--- config.mk ---
export PLATFORM = sky130hd
export DESIGN_NAME = bus_arbiter
export DESIGN_NICKNAME = d
export VERILOG_FILES = /design/src/rtl/bus_arbiter.sv
export SDC_FILE = /design/constraint.sdc
export NUM_CORES = 1
export LEC_CHECK = 0
export CAP_MARGIN = 40
export CORE_MARGIN = 2
export CORE_UTILIZATION = 45
export DETAILED_ROUTE_END_ITERATION = 12
export GPL_ROUTABILITY_DRIVEN = 0
export GPL_TIMING_DRIVEN = 0
export HOLD_SLACK_MARGIN = 0.03
export PLACE_DENSITY = 0.67
export SLEW_MARGIN = 20
export SYNTH_ARGS = -nofsm -noshare
export SYNTH_HDL_FRONTEND = slang
export SYNTH_SLANG_ARGS = --single-unit
--- constraint.sdc ---
create_clock -name clk -period 3.1 [get_ports clk]
set_input_delay 0.62 -clock clk [delete_from_list [all_inputs] [get_ports clk]]
set_output_delay 0.62 -clock clk [all_outputs]
set_load 0.1 [all_outputs]
--- src/rtl/bus_arbiter.sv ---
// bus_arbiter: main-bus arbiter for the cache requesters
// (0 = dcache writeback, 1 = dcache fill, 2 = icache fill by default).
// Round-robin grant with a one-cycle turnaround between owners and a grant
// timeout that revokes a grant the owner never uses.
// Optional feature macro: BUS_ARB_WB_PRIORITY_EN -- requester 0 (writeback)
// wins outright whenever it requests; the others round-robin among themselves.
// Valid configurations: N_REQ 2..8, GRANT_TIMEOUT 1..255.
module bus_arbiter #(
   parameter int unsigned N_REQ         = 3,
   parameter int unsigned GRANT_TIMEOUT = 15
) (
   input  logic             clk,
   input  logic             reset,
   input  logic [N_REQ-1:0] reqcyc,
   input  logic [N_REQ-1:0] busy,
   output logic [N_REQ-1:0] grant,
   output logic [2:0]       owner,
   output logic             bus_idle,
   output logic             timeout_pulse
);

   typedef enum logic [1:0] {StIdle, StGrant, StHold, StTurn} state_e;

`ifdef BUS_ARB_WB_PRIORITY_EN
   // Requester 0 never takes part in the rotation, so the pointer starts at 1.
   localparam logic [2:0] RrReset = 3'd1;
`else
   localparam logic [2:0] RrReset = 3'd0;
`endif

   state_e     state;
   logic [2:0] rr_ptr;
   logic [7:0] timer;

   logic       win_valid;
   logic [2:0] win_idx;
   logic [3:0] sum;
   logic [2:0] next_ptr;
   logic [3:0] ptr_inc;
   logic       own_busy;
   logic       own_req;
   logic       timer_expire;

`ifdef BUS_ARB_WB_PRIORITY_EN
   localparam int unsigned NRest = N_REQ - 1;

   logic [NRest-1:0] rot;
   logic [2:0]       base;

   // Winner select: requester 0 first, then rotate over 1..N_REQ-1 from rr_ptr.
   always_comb begin
      win_valid = 1'b0;
      win_idx   = '0;
      sum       = '0;
      base      = rr_ptr - 3'd1;
      rot       = NRest'({reqcyc[N_REQ-1:1], reqcyc[N_REQ-1:1]} >> base);
      // Descending so the lowest rotated offset is the last (winning) write.
      for (int i = int'(NRest) - 1; i >= 0; i--) begin
         if (rot[i]) begin
            win_valid = 1'b1;
            sum       = {1'b0, base} + 4'(i);
            if (sum >= 4'(NRest)) begin
               sum = sum - 4'(NRest);
            end
            win_idx = sum[2:0] + 3'd1;
         end
      end
      if (reqcyc[0]) begin
         win_valid = 1'b1;
         win_idx   = '0;
      end
   end
`else
   logic [N_REQ-1:0] rot;

   // Winner select: first requester at or after rr_ptr, wrapping modulo N_REQ.
   always_comb begin
      win_valid = 1'b0;
      win_idx   = '0;
      sum       = '0;
      rot       = N_REQ'({reqcyc, reqcyc} >> rr_ptr);
      // Descending so the lowest rotated offset is the last (winning) write.
      for (int i = int'(N_REQ) - 1; i >= 0; i--) begin
         if (rot[i]) begin
            win_valid = 1'b1;
            sum       = {1'b0, rr_ptr} + 4'(i);
            if (sum >= 4'(N_REQ)) begin
               sum = sum - 4'(N_REQ);
            end
            win_idx = sum[2:0];
         end
      end
   end
`endif

   // Pointer for the next arbitration: one past the current owner.
   always_comb begin
      ptr_inc = {1'b0, owner} + 4'd1;
      if (ptr_inc >= 4'(N_REQ)) begin
         ptr_inc = {1'b0, RrReset};
      end
      next_ptr = ptr_inc[2:0];
   end

   // grant is one-hot on the owner while GRANT/HOLD, so masking picks the owner's lines.
   assign own_busy     = |(busy & grant);
   assign own_req      = |(reqcyc & grant);
   assign timer_expire = ({1'b0, timer} + 9'd1) >= 9'(GRANT_TIMEOUT);

   // Arbiter FSM; every output is a register updated alongside the state.
   always_ff @(posedge clk) begin
      if (reset) begin
         state         <= StIdle;
         grant         <= '0;
         owner         <= '0;
         bus_idle      <= 1'b1;
         timeout_pulse <= 1'b0;
         rr_ptr        <= RrReset;
         timer         <= '0;
      end else begin
         timeout_pulse <= 1'b0;
         unique case (state)
            StIdle: begin
               if (win_valid) begin
                  state    <= StGrant;
                  grant    <= {{(N_REQ-1){1'b0}}, 1'b1} << win_idx;
                  owner    <= win_idx;
                  bus_idle <= 1'b0;
                  timer    <= '0;
               end
            end
            StGrant: begin
               // Owner taking the bus beats a simultaneous timeout.
               if (own_busy) begin
                  state <= StHold;
               end else if (!own_req) begin
                  state  <= StTurn;
                  grant  <= '0;
                  owner  <= '0;
                  rr_ptr <= next_ptr;
               end else if (timer_expire) begin
                  state         <= StTurn;
                  grant         <= '0;
                  owner         <= '0;
                  rr_ptr        <= next_ptr;
                  timeout_pulse <= 1'b1;
                  timer         <= 8'(GRANT_TIMEOUT);
               end else begin
                  timer <= timer + 8'd1;
               end
            end
            StHold: begin
               if (!own_busy) begin
                  state  <= StTurn;
                  grant  <= '0;
                  owner  <= '0;
                  rr_ptr <= next_ptr;
               end
            end
            StTurn: begin
               state    <= StIdle;
               bus_idle <= 1'b1;
            end
            default: begin
               state    <= StIdle;
               grant    <= '0;
               owner    <= '0;
               bus_idle <= 1'b1;
            end
         endcase
      end
   end

   // Structural invariants of the grant outputs.
   a_grant_onehot0 : assert property (@(posedge clk) disable iff (reset) $onehot0(grant));
   a_owner_zero : assert property (@(posedge clk) disable iff (reset)
      (grant == '0) |-> (owner == 3'd0));
   a_idle_state : assert property (@(posedge clk) disable iff (reset)
      bus_idle == (state == StIdle));
   a_no_owner_swap : assert property (@(posedge clk) disable iff (reset)
      (grant != '0) |=> (grant == '0) || (grant == $past(grant)));
   a_pulse_in_turn : assert property (@(posedge clk) disable iff (reset)
      timeout_pulse |-> (grant == '0) && !bus_idle);

endmodule

==> run_results.csv, run 1 <==
group,metric,value,unit
detailed_routing,drt-vias-per-instance,5.80,
global_route,grt_max_degree,13,
layout,drive_gt1_frac,0.123,
detailed_routing,remaining_drc_errors,0,
pwr,total_power,1.67,mW
cts,htreeDepth,1,
layout,antennaDiodeCount,0,
cts,numCtsBuffers,3,
synthesis,async_reset_ff_frac,0,
synthesis,yosysTopAreaCell,"dfxtp_1",
synthesis,synth_cell_types,54,
placement,pre_cts_slack,9.51,ps
setup_path,worst_setup_path_end_kind,"flip-flop",
synthesis,synth_area_leaders,"dfxtp_1 (26%), ha_1 (13%), a21oi_1 (3.8%)",
cts,postCtsHoldBufs,0,
min_path,holdCritPathClass,"reg2reg",
sta,max_freq,0.360,GHz
synthesis,synthCells,191,
synthesis,synthFlopType,"dfxtp_1",
global_route,grt_pass1_wl,6740,um
setup_path,critPathRequiredTime,3360,ps
sta,fin_crit_sh,0.897,
sta,tightest_slew,851,ps
sta,rsz0062_at_grt,"no",
global_route,grt-ovfl-total,0,
synthesis,syn_area,1600,um^2
layout,final_area,1960,um^2
placement,portBuffers,15,
detailed_routing,drt-initial-drc-count,137,
synthesis,synth_area_per_cell,8.38,um^2
sta,period_minus_slack,2780,ps
pwr,powerDensity,853,nW/um^2
sta,skew,5.61,ps
floorplan,ioPinCount,16,
detailed_routing,via_count,1536,
global_route,track_usage,0.204,
cts,clk_pin_slew_worst_paths,120,ps
cts,cts.path.max_buffers,2,
cts,post-cts-setup-buffers,0,
floorplan,core,3360,um^2
layout,areaGrowthSynthToFinish,22.5,%
detailed_routing,avgRoutedWirePerCell,14.2,um
synthesis,synth_warnings,0,
flow_run,maxCapViolCount,0,
sta,fin_ws,320,ps
floorplan,die_h,63.6,um
detailed_routing,routed_wl,3760,um
placement,hpwl,2950,um
synthesis,syn_nets,215,
detailed_routing,ant_nets,0,
synthesis,synth.yosys.seq_area_share,0.263,
setup_path,path_class,"in2reg",
setup_path,cp_max_fo,6,
global_route,grt_pass1_vias,1495,
synthesis,yosys.area.top_type_share,0.263,
synthesis,synth_edf_count,0,
placement,place_area,1930,um^2
cts,clock_latency,310,ps
min_path,holdPathStages,2,
cts,cts_tree,"yes",
setup_path,critical_path_arrival,3040,ps
outcome,status,"complete, no violations",
floorplan,die_w,63.6,um
sta,hold_violations,0,
cts,clock_sinks,21,
floorplan,num_rows,21,
detailed_routing,drt_pass1_iterations,4,
synthesis,synth-seq-cells,21,
cts,clock-root-buffer,"clkbuf_4",
sta,setup_viol,0,
sta,maxSlewHeadroom,0.433,
global_route,antenna_found_initial,0,
pwr,power_leakage,0.783,nW
sta,maxSlewViolCount,0,
cts,ctsResizeCount,0,
pwr,vdd_drop_max,0.484,mV
floorplan,start_util,0.476,
setup_path,start_kind,"input pin",
layout,nNetsFinal,244,
floorplan,dieArea,4050,um^2
setup_path,worst-r2r-cell-count,8,
sta,tns,0,ps
## sequential cells by signal (all words and copies together) (netlist names)
name / count
bus_idle: 1
grant: 3
owner: 3
rr_ptr: 3
state: 2
timeout_pulse: 1
timer: 8
## critical path, cell delays in order
cell and delay (ps):
clkdlybuf4s50_1 410, a222oi_1 780, nor2_1 140, a211o_1 340, a311oi_4 350, o211a_4 230, a32o_2 170
## placed cells by master (no fill, tap or decap), types with 2 or more instances in the layout
cell and n:
nor3b_1 2, and2_1 6, a21oi_1 12, clkdlybuf4s50_1 15, nor2b_1 4, nor2_1 13
o2bb2ai_1 2, nand2_1 10, buf_8 8, or3_1 4, nand3_1 6, a32o_2 3
a211oi_1 6, a222oi_1 2, clkbuf_1 5, nand4_1 6, mux2_2 2, xor2_1 2
ha_1 16, xnor2_1 2, a22o_1 2, inv_1 13, mux2i_1 3, nor3_1 5
o211ai_1 2, clkbuf_4 3, or2_2 2, nand2b_1 2, o21ai_0 9, dfxtp_1 21
and3_1 2, o31ai_1 2
## cells by family after synthesis
family,after synthesis,share of synthesized area
buffers and inverters,19,0.0453
adders and majority gates,16,0.125
and+or+nand+nor,65,0.215
AOI/OAI and AO/OA,61,0.297
xor gates and xnor gates,4,0.0219
DFF,21,0.263
muxes,5,0.0328
## stage by stage
step / hold slack, ps / utilization / std cells
after global routing: 530 / 0.583 / 265
after CTS: 507 / 0.581 / 264
after floorplan: 461 / - / 191
after global placement: 478 / 0.538 / 252
after detailed placement: 490 / 0.573 / 260
final: 508 / 0.583 / 265
## synth_stat cells, types with 6 or more instances
library cell	n
o21ai_0	9
nor2_1	13
dfxtp_1	21
a21oi_1	12
nand3_1	6
ha_1	16
nand2_1	10
and2_1	6
a211oi_1	6
inv_1	13
nand4_1	6
## report_power, final
part	leakage [nW]	switching (mW)	internal (mW)
clock network	0.0177	0.0877	0.0482
registers	0.171	0.0693	0.330
logic	0.595	0.688	0.449
total	0.783	0.845	0.827
## final timing paths
kind,start,endpoint,slack [ps]
hold reg to reg,timer[1]$_SDFFE_PP0P_,timer[1]$_SDFFE_PP0P_,510
hold / removal,timer[1]$_SDFFE_PP0P_,timer[1]$_SDFFE_PP0P_,510
setup / recovery,busy[0],grant[2]$_SDFFE_PP0P_,320
setup reg to reg,rr_ptr[1]$_SDFFE_PP0P_,grant[2]$_SDFFE_PP0P_,450
## final cells by class
cell class / instances / area, um^2
Sequential cell: 21 / 420
Clock inverter: 1 / 5.00
Buffer: 6 / 23.8
Multi-Input combinational cell: 151 / 1110
Timing Repair Buffer: 24 / 275
Tap cell: 46 / 57.6
Fill cell: 328 / 1400
Inverter: 13 / 48.8
Clock buffer: 3 / 22.5
## routing by layer
| layer | vias up | track usage | share of wire |
|---|---|---|---|
| met5 | - | 0 | 0 |
| met4 | 0 | 0.0679 | 0.020 |
| met3 | 11 | 0.0286 | 0.057 |
| met2 | 52 | 0.325 | 0.43 |
| met1 | 699 | 0.282 | 0.49 |
| li1 | 774 | - | - |
Note: power is estimated with default switching activity, not from simulation.
==> run 2: changes to the inputs <==
- SKIP_CTS_REPAIR_TIMING: default -> 1
- SLEW_MARGIN: 20 -> 10
==> run 2 against run 1 <==
Effect of this change:
- sequential power is essentially flat
- combinational power about the same
- clock skew fell by 0.80 ps
- highest routed layer unchanged
==> run_results.csv, run 2 (same netlist as run 1, synthesis figures left out) <==
group,metric,value,unit
layout,stdcell_count,264,
placement,place_area,1930,um^2
detailed_routing,drt-initial-drc-count,112,
cts,numCtsBuffers,3,
detailed_routing,drt-vias-per-instance,5.78,
cts,clock_sinks,21,
sta,period_minus_slack,2820,ps
setup_path,worst_setup_path_end_kind,"flip-flop",
detailed_routing,drt_pass1_iterations,4,
placement,dp.cells,260,
cts,htreeDepth,1,
sta,max_freq,0.355,GHz
global_route,track_usage,0.204,
layout,largest_register_ffs,8,
min_path,holdCritPathClass,"reg2reg",
floorplan,dieArea,4050,um^2
setup_path,start_kind,"input pin",
setup_path,crit_path_frequent_cell,"or3_1",
sta,maxSlewViolCount,0,
detailed_routing,avgRoutedWirePerCell,14.3,um
sta,hold_violations,0,
setup_path,path_class,"in2reg",
detailed_routing,wl_met2,1650,um
layout,layout_commonest_cell,"dfxtp_1",
pwr,total_power,1.67,mW
cts,cts.path.max_buffers,2,
detailed_routing,via_count,1525,
setup_path,cp_max_fo,7,
global_route,grt_pass1_wl,6740,um
sta,maxSlewHeadroom,0.362,
detailed_routing,routed_wl,3770,um
placement,portBuffers,15,
layout,antennaDiodeCount,0,
setup_path,critPathRequiredTime,3310,ps
cts,clock-root-buffer,"clkbuf_4",
cts,clk_pin_slew_worst_paths,120,ps
pwr,power_leakage,0.779,nW
placement,hpwl,2950,um
detailed_routing,dr_wl_met3,185,um
pwr,powerDensity,856,nW/um^2
setup_path,reg2reg_setup_slack,470,ps
detailed_routing,ant_nets,0,
outcome,status,"complete, no violations",
sta,setup_viol,0,
cts,cts_tree,"yes",
sta,tightest_slew,942,ps
layout,areaGrowthSynthToFinish,22.2,%
layout,num-fill-cells,329,
floorplan,die_w,63.6,um
pwr,vdd_drop_max,0.484,mV
setup_path,critical_path_arrival,3030,ps
layout,largest_register,"timer",
placement,pre_cts_slack,9.51,ps
detailed_routing,remaining_drc_errors,0,
floorplan,ioPinCount,16,
setup_path,crit_path_max_incr_delay,780,ps
sta,rsz0062_at_grt,"no",
global_route,grt_max_degree,13,
global_route,grt_pass1_vias,1495,
layout,nNetsFinal,243,
floorplan,start_util,0.476,
sta,tns,0,ps
detailed_routing,m1WireLength,1870,um
cts,clock_latency,310,ps
layout,final_area,1960,um^2
setup_path,crit_chain,"clkdlybuf4s50_1, nor2b_1, o311ai_1, or3_1, a21oi_1, or3_1, a32o_2",
global_route,antenna_found_initial,0,
layout,mostFrequentLayoutCells,"dfxtp_1 (21), ha_1 (16), clkdlybuf4s50_1 (15), inv_1 (13), nor2_1 (13)",
global_route,grt-ovfl-total,0,
sta,fin_ws,284,ps
floorplan,die_h,63.6,um
floorplan,num_rows,21,
flow_run,maxCapViolCount,0,
detailed_routing,top_layer,"met4",
layout,drive_gt1_frac,0.119,
sta,fin_crit_sh,0.908,
floorplan,core,3360,um^2
setup_path,slowest_stage,"o311ai_1",
sta,skew,4.81,ps
## run 2: where the power goes
| group | switching (mW) | internal (mW) |
|---|---|---|
| sequential | 0.0697 | 0.330 |
| clock | 0.0880 | 0.0482 |
| combinational | 0.689 | 0.449 |
| total | 0.847 | 0.827 |
## run 2: worst max-delay path: cells and delay by family
| family | cells | cell delay (ps) |
|---|---|---|
| AOI/OAI and AO/OA | 3 | 1120 |
| and+or+nand+nor | 3 | 790 |
| buffers and inverters | 1 | 500 |
## run 2: metrics by stage
stage | hold WS (ps) | util
global route | 530 | 0.581
CTS | 507 | 0.581
detailed placement | 490 | 0.573
finish | 508 | 0.581
global placement | 478 | 0.538
floorplan | 461 | -
## run 2: path summary, 6_finish.rpt
check | startpoint | to | depth (start not counted)
setup / recovery | reqcyc[1] | grant[2]$_SDFFE_PP0P_ | 7
hold / removal | timer[1]$_SDFFE_PP0P_ | timer[1]$_SDFFE_PP0P_ | 2
setup reg to reg | rr_ptr[1]$_SDFFE_PP0P_ | grant[2]$_SDFFE_PP0P_ | 8
hold reg to reg | timer[1]$_SDFFE_PP0P_ | timer[1]$_SDFFE_PP0P_ | 2
## run 2: cell type report
class | count | area (um^2) | share of cell area
repair buffers | 23 | 270 | 0.138
plain buffers | 6 | 23.8 | 0.0122
clock buffers | 3 | 22.5 | 0.0115
well taps | 46 | 57.6 | 0.0294
clock inverters | 1 | 5.00 | 0.00256
multi-input cells | 151 | 1110 | 0.566
flip-flops and latches | 21 | 420 | 0.215
inverters | 13 | 48.8 | 0.0250
## run 2: layer usage
metal  global-route usage  up-vias
li1                     -      774
met1                0.282      699
met2                0.325       43
met3               0.0286        9
met4               0.0679        0
met5                    0        -
==> run 3: changes to the inputs <==
- PLACE_DENSITY: 0.67 -> 0.62
==> run 3 against run 2 <==
Effect of this change:
- utilization did not move
- register-to-register slack better by 70 ps
- first-iteration DRC count down 6.3%
- routed wire length is 6.7% higher
- via count grew 1.1%
- setup slack better by 33 ps
- clock power is essentially flat
==> run_results.csv, run 3 (same netlist as run 1, synthesis figures left out) <==
group,metric,value,unit
global_route,grt_pass1_vias,1534,
layout,final_area,1960,um^2
cts,clock_latency,310,ps
detailed_routing,remaining_drc_errors,0,
cts,clk_pin_slew_worst_paths,130,ps
sta,tightest_slew,872,ps
sta,maxSlewHeadroom,0.410,
layout,num-fill-cells,323,
layout,multiInputGateArea,1110,um^2
sta,tns,0,ps
sta,hold_violations,0,
sta,max_freq,0.359,GHz
setup_path,worst-r2r-cell-count,8,
pwr,switching_share,0.511,
pwr,pwr-share-clk,0.082,
global_route,track_usage,0.209,
setup_path,crit_chain,"clkdlybuf4s50_1, nor2b_1, o311ai_1, or3_1, a21oi_1, or3_1, a32o_2",
setup_path,timing.rr.start,"rr_ptr[1]$_SDFFE_PP0P_",
global_route,antenna_found_initial,0,
sta,period_minus_slack,2780,ps
pwr,power.switching,862,uW
layout,nNetsFinal,243,
pwr,vdd_drop_max,0.355,mV
floorplan,dieArea,4050,um^2
min_path,min_from,"bus_idle$_SDFFE_PP1P_",
sta,maxSlewViolCount,0,
layout,drive_gt1_frac,0.119,
setup_path,crit_path_max_incr_delay,730,ps
pwr,power_leakage,0.779,nW
setup_path,reg2reg_setup_slack,540,ps
sta,fin_crit_sh,0.898,
sta,fin_ws,317,ps
layout,areaGrowthSynthToFinish,22.2,%
cts,htreeDepth,1,
placement,pre_cts_slack,-13.0,ps
min_path,holdPathStages,2,
layout,antennaDiodeCount,0,
cts,clock-root-buffer,"clkbuf_4",
setup_path,start_kind,"input pin",
detailed_routing,avgRoutedWirePerCell,15.2,um
detailed_routing,via_count,1542,
detailed_routing,drt_pass1_iterations,4,
pwr,pwr-share-comb,0.680,
layout,mostFrequentLayoutCells,"dfxtp_1 (21), ha_1 (16), clkdlybuf4s50_1 (15), inv_1 (13), nor2_1 (13)",
setup_path,r2r_end,"grant[0]$_SDFFE_PP0P_",
floorplan,core,3360,um^2
pwr,powerDensity,863,nW/um^2
setup_path,critical_path_arrival,2990,ps
flow_run,maxCapViolCount,0,
sta,rsz0062_at_grt,"no",
min_path,holdCritPathClass,"reg2reg",
cts,clock_sinks,21,
cts,cts.path.max_buffers,2,
floorplan,num_rows,21,
floorplan,die_w,63.6,um
layout,largest_register_ffs,8,
detailed_routing,drt-initial-drc-count,105,
global_route,grt-ovfl-total,0,
detailed_routing,drt-vias-per-instance,5.84,
detailed_routing,routed_wl,4020,um
pwr,total_power,1.69,mW
setup_path,path_class,"in2reg",
cts,numCtsBuffers,3,
detailed_routing,ant_nets,0,
min_path,hold_path_end,"bus_idle$_SDFFE_PP1P_",
floorplan,ioPinCount,16,
outcome,status,"complete, no violations",
placement,hpwl,3140,um
sta,setup_viol,0,
layout,layout_commonest_cell,"dfxtp_1",
cts,cts_tree,"yes",
layout,largest_register,"timer",
layout,regArea,420,um^2
setup_path,critPathRequiredTime,3310,ps
placement,portBuffers,15,
floorplan,start_util,0.476,
global_route,grt_max_degree,13,
placement,place_area,1930,um^2
setup_path,slowest_stage,"o311ai_1",
layout,postLayoutCoreUtil,0.581,
pwr,p_seq_frac,0.238,
setup_path,cp_max_fo,7,
floorplan,die_h,63.6,um
setup_path,crit_path_frequent_cell,"or3_1",
setup_path,worst_setup_path_end_kind,"flip-flop",
sta,skew,9.81,ps
pwr,p_int,826,uW
global_route,grt_pass1_wl,6760,um
[run 3: cell counts in the layout (fill, tap and decap cells not counted)]
Identical to the previous run, type by type.
[run 3: worst max path at each step]
stage                            endpoint  depth (start not counted)                  start
detailed placement  grant[2]$_SDFFE_PP0P_                          7              reqcyc[1]
floorplan           grant[1]$_SDFFE_PP0P_                          6  grant[0]$_SDFFE_PP0P_
finish              grant[2]$_SDFFE_PP0P_                          7              reqcyc[1]
global placement    grant[2]$_SDFFE_PP0P_                          7              reqcyc[1]
CTS                 grant[2]$_SDFFE_PP0P_                          7              reqcyc[1]
global route        grant[2]$_SDFFE_PP0P_                          7              reqcyc[1]
[run 3: final cells by class]
cell class / count / area share
Sequential cell: 21 / 0.215
Multi-Input combinational cell: 151 / 0.566
Inverter: 13 / 0.0250
Tap cell: 46 / 0.0294
Timing Repair Buffer: 23 / 0.138
Clock buffer: 3 / 0.0115
Clock inverter: 1 / 0.00256
Buffer: 6 / 0.0122
[run 3: per-layer routing]
metal	wire, um	vias up	global-route usage
met5	0	-	0
met3	57	8	0.0196
met2	2160	14	0.416
met1	1740	747	0.221
li1	-	773	-
met4	63	0	0.0788
[run 3: metrics by stage]
step | std cells | hold WS, ps
after floorplan | 191 | 461
after global placement | 252 | 485
after detailed placement | 260 | 491
after CTS | 264 | 516
after global routing | 264 | 540
final | 264 | 516
[run 3: power groups by stage]
stage                     Combinational (mW)  Clock (mW)  Sequential, mW
after detailed placement                1.14           0           0.407
after floorplan                        0.582           0           0.621
final                                   1.15       0.138           0.401
after CTS                               1.14       0.142           0.401
after global placement                  1.01           0           0.406
after global routing                    1.24       0.156           0.411
[run 3: critical path, delay by kind of cell]
kind	cells	cell delay (ps)
compound gates	3	1060
buf+inv	1	490
simple gates	3	820
